### src/rtl/fifo_wr_arbiter.sv
// fifo_wr_arbiter: round-robin burst arbiter that moves producer words into a downstream FIFO.
module fifo_wr_arbiter #(
  parameter int N_REQ     = 4,
  parameter int DW        = 8,
  parameter int MAX_BURST = 4
) (
  input  logic              clk,
  input  logic              rst,
  input  logic [N_REQ-1:0]  req,
  input  logic [N_REQ*DW-1:0] req_data,
  input  logic [N_REQ-1:0]  last,
  input  logic              fifo_full,
  output logic [N_REQ-1:0]  gnt,
  output logic [N_REQ-1:0]  ack,
  output logic              fifo_wr_en,
  output logic [DW-1:0]     fifo_data_in,
  output logic              busy,
  output logic [1:0]        owner,
  output logic [15:0]       word_cnt
);
  localparam logic [0:0] IDLE = 1'b0;
  localparam logic [0:0] XFER = 1'b1;
  localparam int BW = (MAX_BURST > 1) ? $clog2(MAX_BURST) : 1;
  localparam logic [N_REQ-1:0] ONE = N_REQ'(1);
  logic [0:0]       state_q, state_d;
  logic [1:0]       owner_q, owner_d, last_owner_q, last_owner_d, pick;
  logic [N_REQ-1:0] gnt_q, gnt_d;
  logic [BW-1:0]    burst_q, burst_d;
  logic [15:0]      word_cnt_q, word_cnt_d;
  logic             accept, rel;
  // Descending scan so the closest requester after last_owner wins.
  always_comb begin
    pick = last_owner_q;
    for (int i = N_REQ; i >= 1; i--)
      if (req[(int'(last_owner_q) + i) % N_REQ]) pick = 2'((int'(last_owner_q) + i) % N_REQ);
  end
  assign accept       = (state_q == XFER) && req[owner_q] && !fifo_full && !rst;
  assign rel          = !req[owner_q] || (accept && (last[owner_q] || burst_q == BW'(MAX_BURST-1)));
  assign fifo_wr_en   = accept;
  assign fifo_data_in = accept ? req_data[DW*owner_q +: DW] : '0;
  assign ack          = accept ? ONE << owner_q : '0;
  assign gnt          = gnt_q;
  assign busy         = (state_q == XFER);
  assign owner        = owner_q;
  assign word_cnt     = word_cnt_q;
  always_comb begin
    state_d      = state_q;
    owner_d      = owner_q;
    last_owner_d = last_owner_q;
    gnt_d        = gnt_q;
    burst_d      = burst_q;
    word_cnt_d   = word_cnt_q + 16'(accept);
    if (state_q == IDLE) begin
      if (|req) begin
        state_d = XFER;
        owner_d = pick;
        gnt_d   = ONE << pick;
        burst_d = '0;
      end
    end else if (rel) begin
      state_d      = IDLE;
      gnt_d        = '0;
      last_owner_d = owner_q;
    end else begin
      burst_d = accept ? burst_q + 1'b1 : burst_q;
    end
  end
  always_ff @(posedge clk) begin
    if (rst) begin
      state_q      <= IDLE;
      owner_q      <= '0;
      last_owner_q <= 2'(N_REQ-1);
      gnt_q        <= '0;
      burst_q      <= '0;
      word_cnt_q   <= '0;
    end else begin
      state_q      <= state_d;
      owner_q      <= owner_d;
      last_owner_q <= last_owner_d;
      gnt_q        <= gnt_d;
      burst_q      <= burst_d;
      word_cnt_q   <= word_cnt_d;
    end
  end
endmodule
### config.mk
export PLATFORM = sky130hd
export DESIGN_NAME = fifo_wr_arbiter
export DESIGN_NICKNAME = d
export VERILOG_FILES = /design/src/rtl/fifo_wr_arbiter.sv
export SDC_FILE = /design/constraint.sdc
export NUM_CORES = 1
export LEC_CHECK = 0
export ABC_AREA = 1
export CAP_MARGIN = 20
export CORE_MARGIN = 1
export CORE_UTILIZATION = 49
export DETAILED_ROUTE_END_ITERATION = 7
export DONT_BUFFER_PORTS = 1
export MAX_ROUTING_LAYER = met4
export SYNTH_ARGS = -nofsm -noshare
export SYNTH_HDL_FRONTEND = slang
export SYNTH_SLANG_ARGS = --single-unit
### constraint.sdc
create_clock -name clk -period 7.2 [get_ports clk]
set_input_delay 1.44 -clock clk [delete_from_list [all_inputs] [get_ports clk]]
set_output_delay 1.44 -clock clk [all_outputs]
set_load 0.02 [all_outputs]
==> out/results.txt, run 1 <==
DR iter-0 viols: 101
Power Internal: 253 uW
Number of flops mapped to enable cells by yosys: 0
Vias in the first global route: 1315
WP data required: 5.76 ns
Vias after detailed routing: 1678
Clock group share of total power: 13.9%
Worst-path clk slew: 0.14 ns
Hold Crit Start: burst_q[1]
Largest net degree at the start of global routing: 18
Inserted Diodes: 0
Worst slew margin: 64.8%
Area share of the largest cell type after synthesis: 31.2%
Dpl cells: 315
Post-Syn Area: 0.00173 sq mm
Gpl congestion: 0.748
Root Buffer: clkbuf_4
Most used cell along the critical path: nor2_2
Library cells used by synthesis: 27
Post-CTS resize count: 0
Ranking of synthesized cells by area: dfxtp_1 (31%), nand2_1 (16%), inv_1 (7.1%), a21oi_1 (5.8%), nor2_1 (4.8%)
Crit path time final: 3.82 ns
Fmax: 262 MHz
Hold buffer count at cts: 0
Bufs on Longest Clock Path: 2
Worst Setup SP: req[3]
Worst Skew: 0.00163 ns
FF/Latch Area: 541 sq um
Mapped Cells: 274
Vias per cell: 5.26
Flop pwr share: 44.7%
Count of pins over their slew limit: 0
Layout fillers: 368
GRT Util Overall: 19.9%
Min-Delay Path Class: reg2reg
ANT nets after route: 0
Max-cap viol count: 0
Setup Fix Bufs, Post-CTS: 0
1st-pass router iterations: 4
Kind of end point of the critical path: primary output
Row Count: 21
Worst slack, placed: 3.37 ns
Avg Cell Area, Syn: 6.33 sq um
Final HPWL DP: 3010 um
Drt wl/cell: 11.8 um
Setup ws final: 3.38 ns
Final #Nets: 321
I/O Buffers: 0
Placeable Area: 0.00336 sq mm
Sw Ratio: 45.2%
Layout cells sized above 1: 9.89%
Synth Net Count: 321
Initial antenna violation count: 0
Synth cell count leaders: nand2_1 (76), inv_1 (33), dfxtp_1 (27), nor2_1 (22), a21oi_1 (20)
Kind of critical path: in2out
Gate power share: 41.3%
CP max-delay cell: a31oi_1
Endpoints failing hold: 0
Critical path launch point type: primary input
Io pins: 79
Final period utilization: 53.1%
Arr. time, crit path: 2.38 ns
Post-synthesis async set-or-reset flop share: 0%
Tightest Pin Transition: 0.525 ns
PwrDens: 258 mW/mm^2
Area grow syn2layout: 3.17%
Critical R2R Launch: owner[1]
DIE AREA: 0.00378 sq mm
Clock tree sinks: 27
Outcome: completed
Finished Layout Cells: 319
Num CTS Buffers: 3
CTS tree: built
Seq cells post-synth: 27
Final TNS setup: 0 ns
WHS: 0.521 ns
CP cell instances: inv_1, nor2_2, nor2_2, nand2_1, nand2_2, a31oi_1
Dominant cell by count in the synthesized netlist: nand2_1
Top_reg_cell synth: dfxtp_1
Ys Warns: 0
Switching power total: 209 uW
Yosys top cell by area: dfxtp_1
GRT overflow: 0
Routed wire length: 3770 um
H-tree levels: 1
RSZ-0062 raised after global routing: no
Pleak: 0.000787 uW
Final setup violation count: 0
Critical path's largest stage delay: 0.47 ns
Sequential area share after synthesis: 31.2%
Final Power: 461 uW
Die width: 61.5 um
Initial Utilization: 51.6%
DRC: 0
Crit-path max FO: 14
First-pass GRT wire length: 5550 um
Worst vdd ir: 93.9 uV
Area of the multi-input gates: 0.00102 sq mm
Die Ht: 61.5 um
Worst-skew pair later-pin latency: 0.31 ns
power groups by stage:
stage,clock (uW),combinational [uW],sequential (uW)
3_3_place_gp,0,191,211
3_5_place_dp,0,191,210
6_report,64.2,191,206
4_1_cts,68.1,191,207
2_1_floorplan,0,168,201
5_1_grt,74.5,224,210
cell usage in the layout (no fill, tap or decap), drive strengths merged:
cell    synthesis  layout
nand2          82      82
inv            39      39
nor2           29      29
dfxtp          27      27
a21oi          20      20
nand3          18      18
o21ai          13      13
nand4          10      10
a22oi           8       8
a31oi           8       8
nor3            8       8
ha              4       4
clkbuf          1       4
nand3b          1       1
xnor2           1       1
or2             1       1
area by class of cell:
| type | count | share of cell area, % |
|---|---|---|
| sequential | 27 | 30.2 |
| clock buffer | 4 | 1.47 |
| tap | 46 | 3.22 |
| multi-input combinational | 203 | 56.8 |
| inverter | 39 | 8.32 |
worst max-delay path: cells and delay by family:
kind	cells	cell delay, ns
and+or+nand+nor	4	0.41
buffers and inverters	1	0.05
AOI/OAI and AO/OA	1	0.47
worst paths after layout:
kind                          end  slack, ns  cells past startpoint
setup / recovery  fifo_data_in[1]       3.38                      6
hold / removal         burst_q[1]       0.52                      2
setup reg to reg     word_cnt[12]       4.28                     15
hold reg to reg        burst_q[1]       0.52                      2
layer usage:
layer	track usage, %	routed length [um]	up-vias	share of wire, %
li1	-	-	906	-
met1	25.0	1790	716	48
met2	32.0	1720	54	46
met3	4.20	236	2	6.3
met4	5.71	21	0	0.56
met5	-	0	-	0
stage by stage:
step           utilization, %  instance area [sq um]
2_1_floorplan               -                   1730
3_3_place_gp             52.4                   1760
3_5_place_dp             52.4                   1760
4_1_cts                  53.2                   1790
5_1_grt                  53.2                   1790
6_report                 53.2                   1790
state kept, by name, summed over array words and instances, names as in the netlist:
| signal | cells |
|---|---|
| word_cnt | 16 |
| gnt | 4 |
| burst_q | 2 |
| last_owner_q | 2 |
| owner | 2 |
| busy | 1 |
cell families after synthesis:
| kind of cell | after synthesis | synth area share [%] |
|---|---|---|
| flip-flops | 27 | 31.2 |
| adder cells (fa/ha/maj) | 4 | 2.89 |
| AO/OA/AOI/OAI | 49 | 15.9 |
| XOR/XNOR | 1 | 0.505 |
| AND/OR/NAND/NOR | 149 | 39.3 |
| buffers and inverters | 44 | 10.2 |
No activity file was read; power rests on OpenSTA's default activity.
==> run 2, diff against run 1 <==
--- a/config.mk
+++ b/config.mk
@@ -12,6 +12,7 @@
 export DETAILED_ROUTE_END_ITERATION = 7
 export DONT_BUFFER_PORTS = 1
 export MAX_ROUTING_LAYER = met4
+export PLACE_DENSITY = 0.66
 export SYNTH_ARGS = -nofsm -noshare
 export SYNTH_HDL_FRONTEND = slang
 export SYNTH_SLANG_ARGS = --single-unit
==> constraint.sdc (replaced) <==
create_clock -name clk -period 3.3 [get_ports clk]
set_input_delay 0.66 -clock clk [delete_from_list [all_inputs] [get_ports clk]]
set_output_delay 0.66 -clock clk [all_outputs]
set_load 0.02 [all_outputs]
==> out/results.txt, run 2 (same netlist as run 1, synthesis figures left out) <==
Outcome: completed
1st-pass router iterations: 4
First-pass GRT wire length: 5540 um
Root Buffer: clkbuf_4
Routed wire length: 3840 um
Vias in the first global route: 1402
Final TNS setup: 0 ns
Post-route cell area: 0.00180 sq mm
Sw Ratio: 45.3%
Gpl congestion: 0.766
Tightest Pin Transition: 0.550 ns
Area grow syn2layout: 3.61%
Endpoints failing hold: 0
Metal-1 WL: 1750 um
DIE AREA: 0.00378 sq mm
Fmax: 345 MHz
Bufs on Longest Clock Path: 2
Flop pwr share: 43.8%
Min-Delay Path Class: in2reg
Vias after detailed routing: 1720
Layout cells sized above 1: 10.2%
H-tree levels: 1
Most common cell after layout, fill and taps aside: nand2_1
GRT overflow: 0
Arr. time, crit path: 3.14 ns
Clock tree sinks: 27
Worst slack, placed: 0.434 ns
DR iter-0 viols: 99
Final HPWL DP: 2960 um
Met2 WL: 1800 um
Critical path buffers and inverters: 1
Max reg flops: 16
Vias per cell: 5.38
Setup Fix Bufs, Post-CTS: 0
Hold buffer count at cts: 0
DRC: 0
CP max-delay cell: dfxtp_1
Most frequent cells in the layout: nand2_1 (76), inv_1 (33), dfxtp_1 (27)
Largest net degree at the start of global routing: 18
Drt wl/cell: 12.0 um
Final setup violation count: 0
ANT nets after route: 0
Crit path time final: 2.90 ns
Kind of end point of the critical path: flip-flop
RSZ-0062 raised after global routing: no
Row Count: 21
GRT Util Overall: 19.8%
Critical path launch point type: flip-flop
Die Ht: 61.5 um
Final period utilization: 87.8%
Switching power total: 459 uW
Power Internal: 554 uW
Fin util: 53.4%
Worst vdd ir: 240 uV
CP cell instances: nand2_1, nor2_2, nor2_2, nand2_1, nand2_2, inv_1, ha_1, ha_1, nand4_1, nor2_2, nand2_1, nor2_1, nand4_1, o21ai_0, nor2_1
Initial antenna violation count: 0
Worst slew margin: 63.1%
Setup ws final: 0.401 ns
CTS tree: built
Final #Nets: 322
Inserted Diodes: 0
Clock group share of total power: 13.9%
Worst-skew pair later-pin latency: 0.32 ns
Critical path's largest stage delay: 0.63 ns
Die width: 61.5 um
Kind of critical path: reg2reg
Gate power share: 42.3%
I/O Buffers: 0
PwrDens: 564 mW/mm^2
Post-DP Area: 0.00177 sq mm
Top Metal Used: met3
Pleak: 0.000792 uW
Max-cap viol count: 0
WP data required: 3.54 ns
Worst Skew: 0.0112 ns
Io pins: 79
Num CTS Buffers: 3
Worst-path clk slew: 0.15 ns
Post-CTS resize count: 0
Initial Utilization: 51.6%
Count of pins over their slew limit: 0
Placeable Area: 0.00336 sq mm
Delay-heaviest family, CP: simple AND/OR/NAND/NOR gates
Metal3 WL: 279 um
Crit-path max FO: 14
[run 2: final timing paths]
path                            cells past startpoint           end  slack [ns]       start
worst max-delay path                               15  word_cnt[12]        0.40    owner[1]
worst min-delay path                                1        gnt[2]        0.39         rst
worst max register to register                     15  word_cnt[12]        0.40    owner[1]
worst min register to register                      2    burst_q[1]        0.53  burst_q[1]
[run 2: power groups by stage]
| stage | Clock (uW) | Sequential, uW | Combinational (uW) |
|---|---|---|---|
| 2_1_floorplan | 0 | 438 | 366 |
| 3_3_place_gp | 0 | 452 | 422 |
| 3_5_place_dp | 0 | 452 | 427 |
| 4_1_cts | 146 | 445 | 428 |
| 5_1_grt | 161 | 449 | 506 |
| 6_report | 141 | 444 | 428 |
[run 2: metrics by stage]
step	instances	power [uW]	hold WS, ns
2_1_floorplan	274	804	0.468
3_3_place_gp	316	874	0.492
3_5_place_dp	316	878	0.499
4_1_cts	320	1020	0.374
5_1_grt	320	1120	0.357
6_report	320	1010	0.386
[run 2: layer usage]
metal	vias up	global-route usage, %
met2	54	33.6
met1	771	23.7
met3	0	3.36
li1	895	-
met5	-	-
met4	0	6.67
[run 2: final cells by class]
class | count | area, sq um
well taps | 46 | 57.6
multi-input cells | 203 | 1020
fillers | 370 | 1570
clock buffers | 4 | 26.3
repair buffers | 1 | 7.51
inverters | 39 | 149
flip-flops and latches | 27 | 541
